$ cat config.mk
export PLATFORM = sky130hd
export DESIGN_NAME = dense_layer_engine
export DESIGN_NICKNAME = d
export VERILOG_FILES = /design/src/rtl/dense_layer_engine.sv
export SDC_FILE = /design/constraint.sdc
export NUM_CORES = 2
export LEC_CHECK = 0
export ABC_CLOCK_PERIOD_IN_PS = 18610
export CORE_ASPECT_RATIO = 0.9
export CORE_MARGIN = 1.5
export CORE_UTILIZATION = 30
export DETAILED_ROUTE_END_ITERATION = 8
export MAX_ROUTING_LAYER = met4
export PLACE_DENSITY = 0.52
export SYNTH_ARGS = -nofsm -noshare
export SYNTH_HDL_FRONTEND = slang
export SYNTH_SLANG_ARGS = --single-unit
$ cat constraint.sdc
create_clock -name clk -period 18.61 [get_ports clk]
set_clock_uncertainty 0.2 [all_clocks]
set_input_delay 2.7915 -clock clk [delete_from_list [all_inputs] [get_ports clk]]
set_output_delay 2.7915 -clock clk [all_outputs]
set_load 0.01 [all_outputs]
$ cat src/rtl/dense_layer_engine.sv
// Streaming fixed-point MAC engine: one dense-layer neuron per transaction
// (interleaved weight/activation pairs, then bias), saturated with optional ReLU.
module dense_layer_engine #(
  parameter int DATA_W    = 32,
  parameter int FRAC_W    = 24,
  parameter int LEN_W     = 16,
  parameter int ACC_GUARD = 8
) (
  input  logic                     clk,
  input  logic                     reset,
  input  logic signed [DATA_W-1:0] in_data,
  input  logic                     in_valid,
  output logic                     in_ready,
  input  logic [LEN_W-1:0]         length,
  input  logic                     relu_en,
  output logic signed [DATA_W-1:0] out_data,
  output logic                     out_valid,
  input  logic                     out_ready,
  output logic                     overflow,
  output logic                     busy
);

  localparam int ACC_W  = DATA_W + ACC_GUARD;
  localparam int PROD_W = 2 * DATA_W;
  localparam int WIDE_W = PROD_W + 1;

  typedef enum logic [2:0] {IDLE, WEIGHT, ACT, BIAS, OUT} state_t;

  state_t                    state_q, state_d;
  logic [LEN_W-1:0]          len_q, len_d, cnt_q, cnt_d;
  logic                      relu_q, relu_d, ovf_q, ovf_d;
  logic signed [DATA_W-1:0]  w_q, w_d, out_data_q, out_data_d;
  logic signed [ACC_W-1:0]   acc_q, acc_d;

  // Returns {clipped, value}: clips a wide two's-complement value to ACC_W bits.
  function automatic logic [ACC_W:0] sat_acc(input logic [WIDE_W-1:0] v);
    if ((&v[WIDE_W-1:ACC_W-1]) || ~(|v[WIDE_W-1:ACC_W-1]))
      return {1'b0, v[ACC_W-1:0]};
    else if (v[WIDE_W-1])
      return {1'b1, 1'b1, {(ACC_W-1){1'b0}}};
    else
      return {1'b1, 1'b0, {(ACC_W-1){1'b1}}};
  endfunction

  function automatic logic [DATA_W:0] sat_out(input logic [ACC_W-1:0] v);
    if ((&v[ACC_W-1:DATA_W-1]) || ~(|v[ACC_W-1:DATA_W-1]))
      return {1'b0, v[DATA_W-1:0]};
    else if (v[ACC_W-1])
      return {1'b1, 1'b1, {(DATA_W-1){1'b0}}};
    else
      return {1'b1, 1'b0, {(DATA_W-1){1'b1}}};
  endfunction

  function automatic logic [DATA_W-1:0] relu(input logic [DATA_W-1:0] v);
    return v[DATA_W-1] ? '0 : v;
  endfunction

  logic                     accept, relu_eff, ovf_base;
  logic signed [PROD_W-1:0] prod, prod_sh;
  logic [ACC_W:0]           prod_sat, mac_sat, bias_sat;
  logic [ACC_W-1:0]         acc_base;
  logic [DATA_W:0]          narrow;
  logic [DATA_W-1:0]        result;

  always_comb begin
    accept   = in_valid && in_ready;
    prod     = w_q * in_data;
    prod_sh  = prod >>> FRAC_W;
    prod_sat = sat_acc({prod_sh[PROD_W-1], prod_sh});
    mac_sat  = sat_acc({{(WIDE_W-ACC_W){acc_q[ACC_W-1]}}, acc_q}
                     + {{(WIDE_W-ACC_W){prod_sat[ACC_W-1]}}, prod_sat[ACC_W-1:0]});
    // A zero-length neuron takes its bias in IDLE, where the accumulator counts as cleared.
    acc_base = (state_q == IDLE) ? '0 : acc_q;
    ovf_base = (state_q == IDLE) ? 1'b0 : ovf_q;
    relu_eff = (state_q == IDLE) ? relu_en : relu_q;
    bias_sat = sat_acc({{(WIDE_W-ACC_W){acc_base[ACC_W-1]}}, acc_base}
                     + {{(WIDE_W-DATA_W){in_data[DATA_W-1]}}, in_data});
    narrow   = sat_out(bias_sat[ACC_W-1:0]);
    result   = relu_eff ? relu(narrow[DATA_W-1:0]) : narrow[DATA_W-1:0];
  end

  always_comb begin
    state_d    = state_q;
    len_d      = len_q;
    cnt_d      = cnt_q;
    relu_d     = relu_q;
    ovf_d      = ovf_q;
    w_d        = w_q;
    acc_d      = acc_q;
    out_data_d = out_data_q;
    in_ready   = (state_q != OUT);
    out_valid  = (state_q == OUT);
    busy       = (state_q != IDLE);
    case (state_q)
      IDLE: if (accept) begin
        len_d  = length;
        relu_d = relu_en;
        cnt_d  = '0;
        acc_d  = '0;
        ovf_d  = 1'b0;
        if (length == '0) begin
          out_data_d = result;
          ovf_d      = ovf_base | bias_sat[ACC_W] | narrow[DATA_W];
          state_d    = OUT;
        end else begin
          w_d     = in_data;
          state_d = ACT;
        end
      end
      WEIGHT: if (accept) begin
        w_d     = in_data;
        state_d = ACT;
      end
      ACT: if (accept) begin
        acc_d   = mac_sat[ACC_W-1:0];
        ovf_d   = ovf_q | prod_sat[ACC_W] | mac_sat[ACC_W];
        cnt_d   = cnt_q + 1'b1;
        state_d = (cnt_d == len_q) ? BIAS : WEIGHT;
      end
      BIAS: if (accept) begin
        out_data_d = result;
        ovf_d      = ovf_base | bias_sat[ACC_W] | narrow[DATA_W];
        state_d    = OUT;
      end
      OUT: if (out_ready) state_d = IDLE;
      default: state_d = IDLE;
    endcase
  end

  always_ff @(posedge clk or negedge reset) begin
    if (!reset) begin
      state_q    <= IDLE;
      len_q      <= '0;
      cnt_q      <= '0;
      relu_q     <= 1'b0;
      ovf_q      <= 1'b0;
      w_q        <= '0;
      acc_q      <= '0;
      out_data_q <= '0;
    end else begin
      state_q    <= state_d;
      len_q      <= len_d;
      cnt_q      <= cnt_d;
      relu_q     <= relu_d;
      ovf_q      <= ovf_d;
      w_q        <= w_d;
      acc_q      <= acc_d;
      out_data_q <= out_data_d;
    end
  end

  assign out_data = out_data_q;
  assign overflow = ovf_q;

endmodule

==> impl_metrics.tcl <==
set metrics [dict create \
    outcome "finished clean" \
    synth-seq-area-share 0.0776 \
    critPathLaunchType "input port" \
    detailedRoute.firstIterationViolations 1686 \
    grt_setup_unrepaired "false" \
    fin_nets 6144 \
    mappedNetlistNets 6207 \
    detail_route.wl_per_cell_um 18.6 \
    clockRootBuffer "clkbuf_16" \
    area_growth_pct 7.74 \
    final.period_utilization 0.830 \
    max_stage_delay_ps 1090 \
    maxClockFrequency_mhz 64.7 \
    synth-warning-count 0 \
    drv_slew 0 \
    worst_pin_slew_ps 945 \
    count_leader_synth "fa_1" \
    synthesis.instances 4806 \
    place.port_buffers 88 \
    initial_antenna_violation_count 2 \
    filler_cell_count 15700 \
    post_route_cells_drive_above_1_share 0.0467 \
    die_area_sq_mm 0.154 \
    crit_path_top_cell_by_count "fa_1" \
    maxCapViolations 0 \
    worst_setup_hold_path_clk_slew_ps 70 \
    fin_setup_tns_ps 0 \
    grt_pass1_wl_mm 205 \
    cts_tree "yes" \
    global_route_usage_over_all_layers 0.175 \
    setup_violations 0 \
    cts_resized 0 \
    final_period_minus_worst_setup_slack_ps 15450 \
    synth_edf_count 0 \
    grt-ovfl-total 0 \
    cp_slowest_cell "clkdlybuf4s50_1" \
    boundaryPins 89 \
    area_of_combinational_cells_with_multiple_inputs_sq_mm 0.0373 \
    layout.area.seq_sq_mm 0.00355 \
    synthesis.area_per_instance_sq_um 9.46 \
    synth_top_area_share 0.477 \
    starting_density_of_the_core 0.302 \
    clock_latency_ps 480 \
    required_ps 18760 \
    min_path_type "register to register" \
    netlist_top_cells_area "fa_1 (48%), inv_1 (7.9%), dfrtp_1 (7.8%)" \
    cts-buffers-inserted 17 \
    avgViaCountPerCell 4.75 \
    slew-limit-headroom 0.368 \
    gp_routability_congestion 0.888 \
    worst-r2r-setup-slack_ps 5440 \
    hold_violations 0 \
    crit_family "adder cells" \
    die_w_um 413 \
    grt_pass1_vias 35400 \
    numClockSinks 141 \
    cts_setup_buffers 0 \
    core_area_sq_mm 0.151 \
    synth-seq-cells 141 \
    end_kind "register" \
    routed_wire_length_mm 125 \
    netlist_cell_types 94 \
    criticalPathCategory "input port to register" \
    drc 0 \
    h-tree-depth 4 \
    critical_path_peak_fanout 39 \
    hold_buf_cts 0 \
    detailed_place_hpwl_mm 99.5 \
    synth_top_flop_cell "dfrtp_1" \
    grt_start_max_net_pins 92 \
    antenna_violating_nets_post_route 0 \
    synth_async_sr_flop_share 1.00 \
    synthTopCellsByCount "fa_1 (1083), inv_1 (963), nand2_1 (638)" \
    mappedNetlistArea_sq_mm 0.0455 \
    die_h_um 372 \
    vias 32000 \
    drt-pass1-iter-count 6 \
    clock_path_buffers 2 \
    critical_path_arrival_ps 15600 \
    floorplan.rows 135 \
    timing.critical_path.buf_inv 6 \
    post-synth-top-area-cell "fa_1" \
]
kinds of logic after synthesis:
family / after synthesis / synth area share
AND/OR/NAND/NOR: 1444 / 0.158
adder cells (fa/ha/maj): 1348 / 0.550
buffers and inverters: 1210 / 0.102
AO/OA/AOI/OAI: 472 / 0.0732
flip-flops: 141 / 0.0776
XOR/XNOR: 139 / 0.0268
multiplexers: 52 / 0.0128
worst paths after layout:
path / startpoint / to / depth (start not counted)
max in group asynchronous: reset / w_q[11] / 2
max: in_data[7] / acc_q[34] / 43
min: w_q[1] / w_q[1] / 2
min in group asynchronous: reset / relu_q / 1
min reg2reg: w_q[1] / w_q[1] / 2
max reg2reg: w_q[5] / acc_q[34] / 44
placed cells by master (no fill, tap or decap), drive strengths merged, types with 85 or more instances in the layout:
cell type / instances
fa: 1083
inv: 971
nand2: 639
and2: 525
ha: 265
dfrtp: 141
o21ai: 116
nor2: 106
a21oi: 97
clkdlybuf4s50: 85
layer usage:
metal  global-route usage  vias to the layer above  wire [um]
met4               0.0186                        0       1080
met2                0.297                      523      62400
li1                     -                    14300          -
met5                    -                        -          0
met3               0.0143                       74       3930
met1                0.236                    17100      57800
sequential cells by signal, summed over array words and instances (netlist names):
register  flops
out_data     32
cnt_q        16
w_q          32
relu_q        1
overflow      1
len_q        16
state_q       3
acc_q        40
worst reg2reg max path: cells and delay by family (launching register included):
kind / cells / cell delay [ps]
buf+inv: 7 / 1170
xor+xnor: 1 / 160
compound gates: 19 / 5030
fa+ha+maj: 11 / 4590
simple gates: 6 / 910
flops: 1 / 950
cell type report:
cell class	count	area share
timing repair buffer	164	0.0294
tap	1986	0.0507
sequential	141	0.0724
clock inverter	15	0.00350
clock buffer	17	0.00868
antenna	1	0.0000511
multi-input combinational	3455	0.761
inverter	964	0.0739
per-stage QoR:
step,instances,hold WS [ps],cell area (sq um),util,setup WS (ps)
3_3_place_gp,6710,269,48400,0.322,2720
4_1_cts,6742,291,49000,0.326,3170
3_5_place_dp,6710,275,48400,0.322,2710
2_1_floorplan,4806,259,45500,-,5310
6_report,6743,287,49000,0.326,3160
5_1_grt,6742,322,49000,0.326,2390
Power is not shown: default switching activity piles up to over one toggle a cycle in this logic, so the estimate is an artifact.
